===== src/rtl/piso_serializer.sv =====
// piso_serializer: parametrised parallel-in/serial-out shifter with a
// valid/ready load port, per-word bit order and frame start/last markers.
// Optional feature macro: PISO_SERIALIZER_PARITY_EN appends an even-parity
// bit after the data bits of every frame.
module piso_serializer #(
  parameter int WIDTH = 8,
  parameter int CNT_W = $clog2(WIDTH + 1)
) (
  input  logic             clock,
  input  logic             reset_n,
  input  logic             load_valid,
  output logic             load_ready,
  input  logic [WIDTH-1:0] data_in,
  input  logic             msb_first,
  output logic             ser_out,
  output logic             ser_valid,
  output logic             frame_start,
  output logic             frame_last,
  output logic             busy
);

`ifdef PISO_SERIALIZER_PARITY_EN
  localparam int FRAME_LEN = WIDTH + 1;
`else
  localparam int FRAME_LEN = WIDTH;
`endif
  localparam logic [CNT_W-1:0] LAST_CNT = CNT_W'(FRAME_LEN - 1);

  typedef enum logic {IDLE, SHIFT} state_t;

  state_t           state, state_n;
  logic [WIDTH-1:0] sreg, sreg_n;
  logic [CNT_W-1:0] cnt, cnt_n;
  logic             ord, ord_n;
`ifdef PISO_SERIALIZER_PARITY_EN
  logic             par, par_n;
`endif
  logic             accept;
  logic             bit_n, sv_n, fs_n, fl_n;

  // frame_last is only ever high in SHIFT, so it doubles as "last bit now"
  assign load_ready = (state == IDLE) | frame_last;
  assign accept     = load_valid & load_ready;
  assign busy       = ser_valid;

  // Next-state: accept reloads, otherwise shift toward the output end or finish
  always_comb begin
    state_n = state;
    sreg_n  = sreg;
    cnt_n   = cnt;
    ord_n   = ord;
`ifdef PISO_SERIALIZER_PARITY_EN
    par_n   = par;
`endif
    if (accept) begin
      state_n = SHIFT;
      sreg_n  = data_in;
      cnt_n   = '0;
      ord_n   = msb_first;
`ifdef PISO_SERIALIZER_PARITY_EN
      par_n   = ^data_in;
`endif
    end else if (state == SHIFT) begin
      if (cnt == LAST_CNT) begin
        state_n = IDLE;
        cnt_n   = '0;
      end else begin
        sreg_n = ord ? {sreg[WIDTH-2:0], 1'b0} : {1'b0, sreg[WIDTH-1:1]};
        cnt_n  = cnt + 1'b1;
      end
    end
  end

  // Output values for the next cycle, derived from the next state so the
  // serial outputs can come straight from flops
  always_comb begin
    sv_n  = (state_n == SHIFT);
    bit_n = ord_n ? sreg_n[WIDTH-1] : sreg_n[0];
`ifdef PISO_SERIALIZER_PARITY_EN
    if (cnt_n == CNT_W'(WIDTH)) bit_n = par_n;
`endif
    bit_n = bit_n & sv_n;
    fs_n  = sv_n & (cnt_n == '0);
    fl_n  = sv_n & (cnt_n == LAST_CNT);
  end

  // State and registered serial outputs
  always_ff @(posedge clock or negedge reset_n) begin
    if (!reset_n) begin
      state       <= IDLE;
      sreg        <= '0;
      cnt         <= '0;
      ord         <= 1'b0;
`ifdef PISO_SERIALIZER_PARITY_EN
      par         <= 1'b0;
`endif
      ser_out     <= 1'b0;
      ser_valid   <= 1'b0;
      frame_start <= 1'b0;
      frame_last  <= 1'b0;
    end else begin
      state       <= state_n;
      sreg        <= sreg_n;
      cnt         <= cnt_n;
      ord         <= ord_n;
`ifdef PISO_SERIALIZER_PARITY_EN
      par         <= par_n;
`endif
      ser_out     <= bit_n;
      ser_valid   <= sv_n;
      frame_start <= fs_n;
      frame_last  <= fl_n;
    end
  end

endmodule


===== config.mk =====
export PLATFORM = sky130hd
export DESIGN_NAME = piso_serializer
export DESIGN_NICKNAME = d
export VERILOG_FILES = /design/src/rtl/piso_serializer.sv
export SDC_FILE = /design/constraint.sdc
export NUM_CORES = 1
export LEC_CHECK = 0
export ABC_AREA = 1
export CAP_MARGIN = 20
export CORE_UTILIZATION = 44
export CTS_CLUSTER_SIZE = 16
export DETAILED_ROUTE_END_ITERATION = 8
export PLACE_DENSITY = 0.68
export SLEW_MARGIN = 15
export SYNTH_ARGS = -nofsm -noshare
export SYNTH_HDL_FRONTEND = slang
export SYNTH_SLANG_ARGS = --single-unit

===== constraint.sdc =====
create_clock -name clock -period 1.2 [get_ports clock]
set_input_delay 0.12 -clock clock [delete_from_list [all_inputs] [get_ports clock]]
set_output_delay 0.12 -clock clock [all_outputs]
set_load 0.01 [all_outputs]

* After elaboration in Yosys (flattened, before gate mapping)
Index checks and enable logic that the tools add are counted.
** Word-level totals
- Register bits after elaboration :: 17
- Latch bits :: 0
- Memory bits (writable) :: 0
- Bits in read-only memories :: 0
- Input port bits :: 12
- Output and inout port bits :: 6
- Logic and storage cells :: 33
- Memories kept :: 0
** Cells by class
- Add/sub/neg operators :: 1
- Multiply operators :: 0
- Div/mod/pow operators :: 0
- Magnitude comparators :: 0
- Equal/unequal tests :: 3
- Shift operators :: 0
- Muxes and demuxes :: 12
- Bitwise operators :: 6
- Reduce and logical (&&, ||, !) cells :: 3
** Operators with widths (number)
- $mux 8 :: 4
- $mux 4 :: 3
- $eq 4x3->1 const B :: 2
- $mux 1 :: 5
- $add 4x1->4 const B :: 1
- $and 1x1->1 :: 4
- $logic_not 4->1 :: 1
- $ne 2x2->1 const B :: 1
- $reduce_and 2->1 :: 1
- $reduce_bool 2->1 :: 1
- $not 1->1 :: 1
- $or 1x1->1 :: 1

* Longest topological paths before layout
- Depth after elaboration :: 6
- Mapped depth :: 9
- Depth with buffers taken out :: 9

* Least setup slack after synthesis
OpenSTA, ideal clock, no wires.
- Path type :: register -> register
- From :: reg cnt[0]
- To :: reg frame_start
- Library setup time :: 113 ps
- Arrival :: 1204 ps
- Required time :: 1087 ps
- Setup slack :: -116 ps
- Cell stages (with the launch flop) :: 10
- Path buffers :: 0
- Period minus slack after synthesis :: 1316 ps
- Cell sequence :: dfrtp_1 -> ha_1 -> nand3_2 -> nand2_4 -> inv_4 -> nor2_4 -> nor2_2 -> nor2_1 -> nand2_1 -> inv_1
** On the way
- Longest elaborated chain between the ends :: 6
- Elaborated cells on any way between the ends :: 10
- Those cells by class :: 1 x add/sub; 1 x eq/ne; 6 x mux; 1 x bitwise; 1 x reduce/logical
** RTL lines
- start: declaration :: RTL line 33 : logic [CNT_W-1:0] cnt, cnt_n;
- start signal: assignment :: RTL line 104 : cnt <= cnt_n;
- $add 4x1->4 or $eq 4x3->1 (tied branches) :: RTL line 69, 64
- $mux 4 :: RTL line 64 : if (cnt == LAST_CNT) begin
- $mux 4 * :: RTL line 63 : end else if (state == SHIFT) begin
- $mux 4 * :: RTL line 55 : if (accept) begin
- via cnt_n[0] :: RTL line 33
- $logic_not 4->1 * :: RTL line 83 : fs_n = sv_n & (cnt_n == '0);
- $and 1x1->1 * :: RTL line 83
- via fs_n :: RTL line 39 : logic bit_n, sv_n, fs_n, fl_n;
- end signal: assignment :: RTL line 111 : frame_start <= fs_n;
- end: declaration :: RTL line 17 : output logic frame_start,
Mark *: on every way through the listed nets, which the timed path passes. The rest lies on a longest branch.
A chain may end at the register's enable or synchronous reset.

* Final worst setup path
- From :: reg cnt[1]
- To :: reg frame_last
** On the way
- Longest elaborated chain between the ends :: 6
- Elaborated cells on any way between the ends :: 10
- Those cells by class :: 1 x add/sub; 2 x eq/ne; 6 x mux; 1 x bitwise
** RTL lines
- $add 4x1->4 or $eq 4x3->1 (tied branches) :: RTL line 69, 64
- $mux 4 :: RTL line 64
- $mux 4 :: RTL line 63
- $mux 4 :: RTL line 55
- $eq 4x3->1 :: RTL line 84 : fl_n = sv_n & (cnt_n == LAST_CNT);
- $and 1x1->1 * :: RTL line 84
- via fl_n :: RTL line 39
- end signal: assignment :: RTL line 112 : frame_last <= fl_n;
- end: declaration :: RTL line 18 : output logic frame_last,
Marked as above.

==> summary.json <==
{
  "setup_path": {
    "arrival_ns": 1.54,
    "worstSetupPathType": "reg -> reg",
    "reg2reg_from": "cnt[1]",
    "critical_path_buf_inv_count": 1,
    "gate_family_responsible_for_the_most_delay_along_the_worst_path": "flip-flops",
    "critical_path.cell_chain": "ha_4 -> nand3_4 -> nand2_8 -> buf_4 -> a21oi_2 -> nand3_1 -> nor2_1",
    "start_kind": "flop",
    "crit_path_max_incr_delay_ns": 0.44,
    "r2r-end": "frame_last",
    "crit_end_category": "flop",
    "critical_path_required_ns": 1.43,
    "critPathSlowestCell": "dfrtp_1",
    "timing.critical_path.fanout_max": 7,
    "ff2ff_path_depth": 7,
    "r2r_setup_slack_ns": -0.11
  },
  "pwr": {
    "switching_share_pct": 44.2,
    "peakVddDrop_v": 0.00158,
    "share_clk_of_total_power_pct": 7.4,
    "design_power_mw": 4.18,
    "pwr-share-comb_pct": 68.0,
    "p_seq_share_pct": 24.5,
    "cellInternalPower_mw": 2.33,
    "power.leakage_nw": 0.722,
    "power_density_nw_per_um2": 2790,
    "p_sw_mw": 1.85
  },
  "drt": {
    "routed_wire_length_per_instance_microns": 12.5,
    "initialDrtViolationCount": 23,
    "number_of_nets_still_failing_antenna_checks_after_routing": 0,
    "met3_wirelength_microns": 77,
    "post-route-drc-count": 0,
    "topmost_layer_with_routed_signal_wires": "met4",
    "via_count": 933,
    "wl_mm": 2.36,
    "met2_wirelength_mm": 1.19,
    "vias_per_cell": 4.94,
    "dr.pass1.iters": 5,
    "wirelength_met1_mm": 1.06
  },
  "floorplanning": {
    "die_y_microns": 49.6,
    "placementRows": 16,
    "fp.coreArea_sq_um": 2040,
    "die_w_microns": 49.6,
    "design.die.area_sq_um": 2460,
    "top_level_ports": 18,
    "initial_core_util_pct": 48.8
  },
  "cts": {
    "cts-root-buf": "clkbuf_4",
    "clock_insertion_delay_worst_skew_ns": 0.30,
    "cts.htree.levels": 1,
    "number_of_buffers_inserted_for_hold_repair_after_clock_tree_synthesis": 0,
    "cts_tree": "yes",
    "clock_path_buffers": 2,
    "clock_sinks": 17,
    "clkSlewWorstSetupHoldPaths_ns": 0.10,
    "cts_buffers": 3
  },
  "grt": {
    "grt_start_max_net_pins": 18,
    "global_route.usage.total_pct": 20.1,
    "grt-ovfl-total": 0,
    "vias_in_the_first_global_route": 911,
    "grt_first_pass_wirelength_mm": 3.80,
    "antenna_violations_before_repair": 0
  },
  "synth": {
    "fraction_of_synthesis_flops_using_an_asynchronous_set_or_reset_pin_pct": 100,
    "synthDistinctLibCells": 23,
    "synthCells": 119,
    "syn_area_sq_um": 996,
    "synth-seq-cells": 17,
    "yosysWarningCount": 0,
    "synth_area_per_cell_sq_um": 8.37,
    "synth-seq-area-share_pct": 42.7,
    "mappedNetlistNets": 132,
    "synth_enable_flop_cells": 0,
    "synth_top_flop_cell": "dfrtp_1"
  },
  "timing": {
    "finalMaxSlewViolations": 0,
    "finalWorstPathRequiredPeriod_ns": 1.31,
    "post-route-worst-setup-slack_ns": -0.112,
    "timing_hold_violations_final": 0,
    "max_slew.worst_pin.slew_ns": 0.264,
    "timing.final.crit_share_pct": 109,
    "unrepaired_setup_endpoints_after_global_routing": "true",
    "finClkSkew_ns": 0.00873,
    "timing.slew.headroom_pct": 82.4,
    "max_freq_mhz": 762,
    "final-setup-viol-count": 12,
    "hold_slack_ns": 0.130,
    "setup-tns-final_ns": -0.818
  },
  "placed_design": {
    "gp_congestion": 0.856,
    "dp_worst_setup_slack_ns": -0.108,
    "number_of_i_o_port_buffers": 17,
    "place.detailed.hpwl_mm": 1.69
  },
  "final_layout": {
    "fillers": 163,
    "regArea_sq_um": 425,
    "antennaDiodeCount": 0,
    "multiInputGateArea_sq_um": 564,
    "layout.cells.most_common_list": "nand2_1 (25), buf_4 (22), dfrtp_1 (17)",
    "drive_gt1_share_pct": 39.5,
    "synthToLayoutAreaGrowth_pct": 50.3,
    "nets": 176,
    "mostFrequentLayoutCell": "nand2_1"
  },
  "outcome": {
    "status": "complete, but fails checks",
    "violations_in_the_final_reports": "negative setup slack"
  },
  "hold_path": {
    "class_of_the_worst_hold_path": "in -> async"
  },
  "flow_run": {
    "max_cap_viol_count": 0
  }
}
-- through the flow --
stage	utilization [%]	std cells	area, sq um
6_report	73.3	189	1500
3_3_place_gp	67.1	183	1370
5_1_grt	73.3	189	1500
4_1_cts	69.2	187	1410
3_5_place_dp	67.1	183	1370
2_1_floorplan	-	119	1010
-- synth_stat cells (2+ instances only) --
cell      count  area [sq um]
nand2_2       4          25.0
nand2_1      30           113
nor2_1        8          30.0
nand3_2       3          30.0
inv_4         2          12.5
nand3_1      14          70.1
nand2_8       2          40.0
o211ai_1      5          37.5
o21ai_0       7          35.0
dfrtp_1      17           425
inv_1        15          56.3
-- state kept, by name, indices dropped and copies added, names as in the netlist --
signal / count
frame_last: 1
cnt: 4
state: 1
sreg: 8
frame_start: 1
ser_out: 1
ord: 1
-- power groups by stage --
stage	combinational [mW]	sequential [mW]	clock, mW
after floorplan	1.45	1.02	0
after global placement	2.43	1.00	0
after detailed placement	2.48	1.01	0
after CTS	2.52	0.996	0.319
after global routing	3.11	1.06	0.348
final	2.84	1.03	0.311
-- final cells by class --
| type | instances | share of cell area, % |
|---|---|---|
| clock buffers | 3 | 1.51 |
| clock inverters | 1 | 0.334 |
| inverters | 17 | 4.60 |
| multi-input cells | 81 | 37.7 |
| flip-flops and latches | 17 | 28.4 |
| well taps | 27 | 2.26 |
| repair buffers | 43 | 25.2 |
-- cell families (layout without fill, tap and decap cells) --
| kind of cell | after synthesis | after routing | share of synthesized area [%] |
|---|---|---|---|
| and+or+nand+nor | 66 | 66 | 36.2 |
| adders and majority gates | 1 | 1 | 1.26 |
| buffers and inverters | 21 | 64 | 10.8 |
| AOI/OAI and AO/OA | 14 | 14 | 9.05 |
| DFF | 17 | 17 | 42.7 |
-- layer usage --
metal	up-vias	global-route usage (%)
met4	0	7.14
met5	-	0
li1	469	-
met1	435	27.3
met3	4	2.78
met2	25	32.4
-- repair_timing --
| action | CTS | global route |
|---|---|---|
| buffers inserted | 0 | 3 |
| resized for setup | 15 | 21 |
| pin swaps | 6 | 13 |
| endpoints found under the setup margin | 17 | 17 |
-- worst max-delay path by stage --
stage,depth (start not counted),start,endpoint
after floorplan,8,cnt[0],ser_out
after global routing,8,cnt[1],ser_out
after global placement,9,cnt[1],frame_start
after CTS,7,cnt[1],sreg[6]
after detailed placement,8,cnt[1],frame_start
final,7,cnt[1],frame_last
No activity file was read; power rests on OpenSTA's default activity.
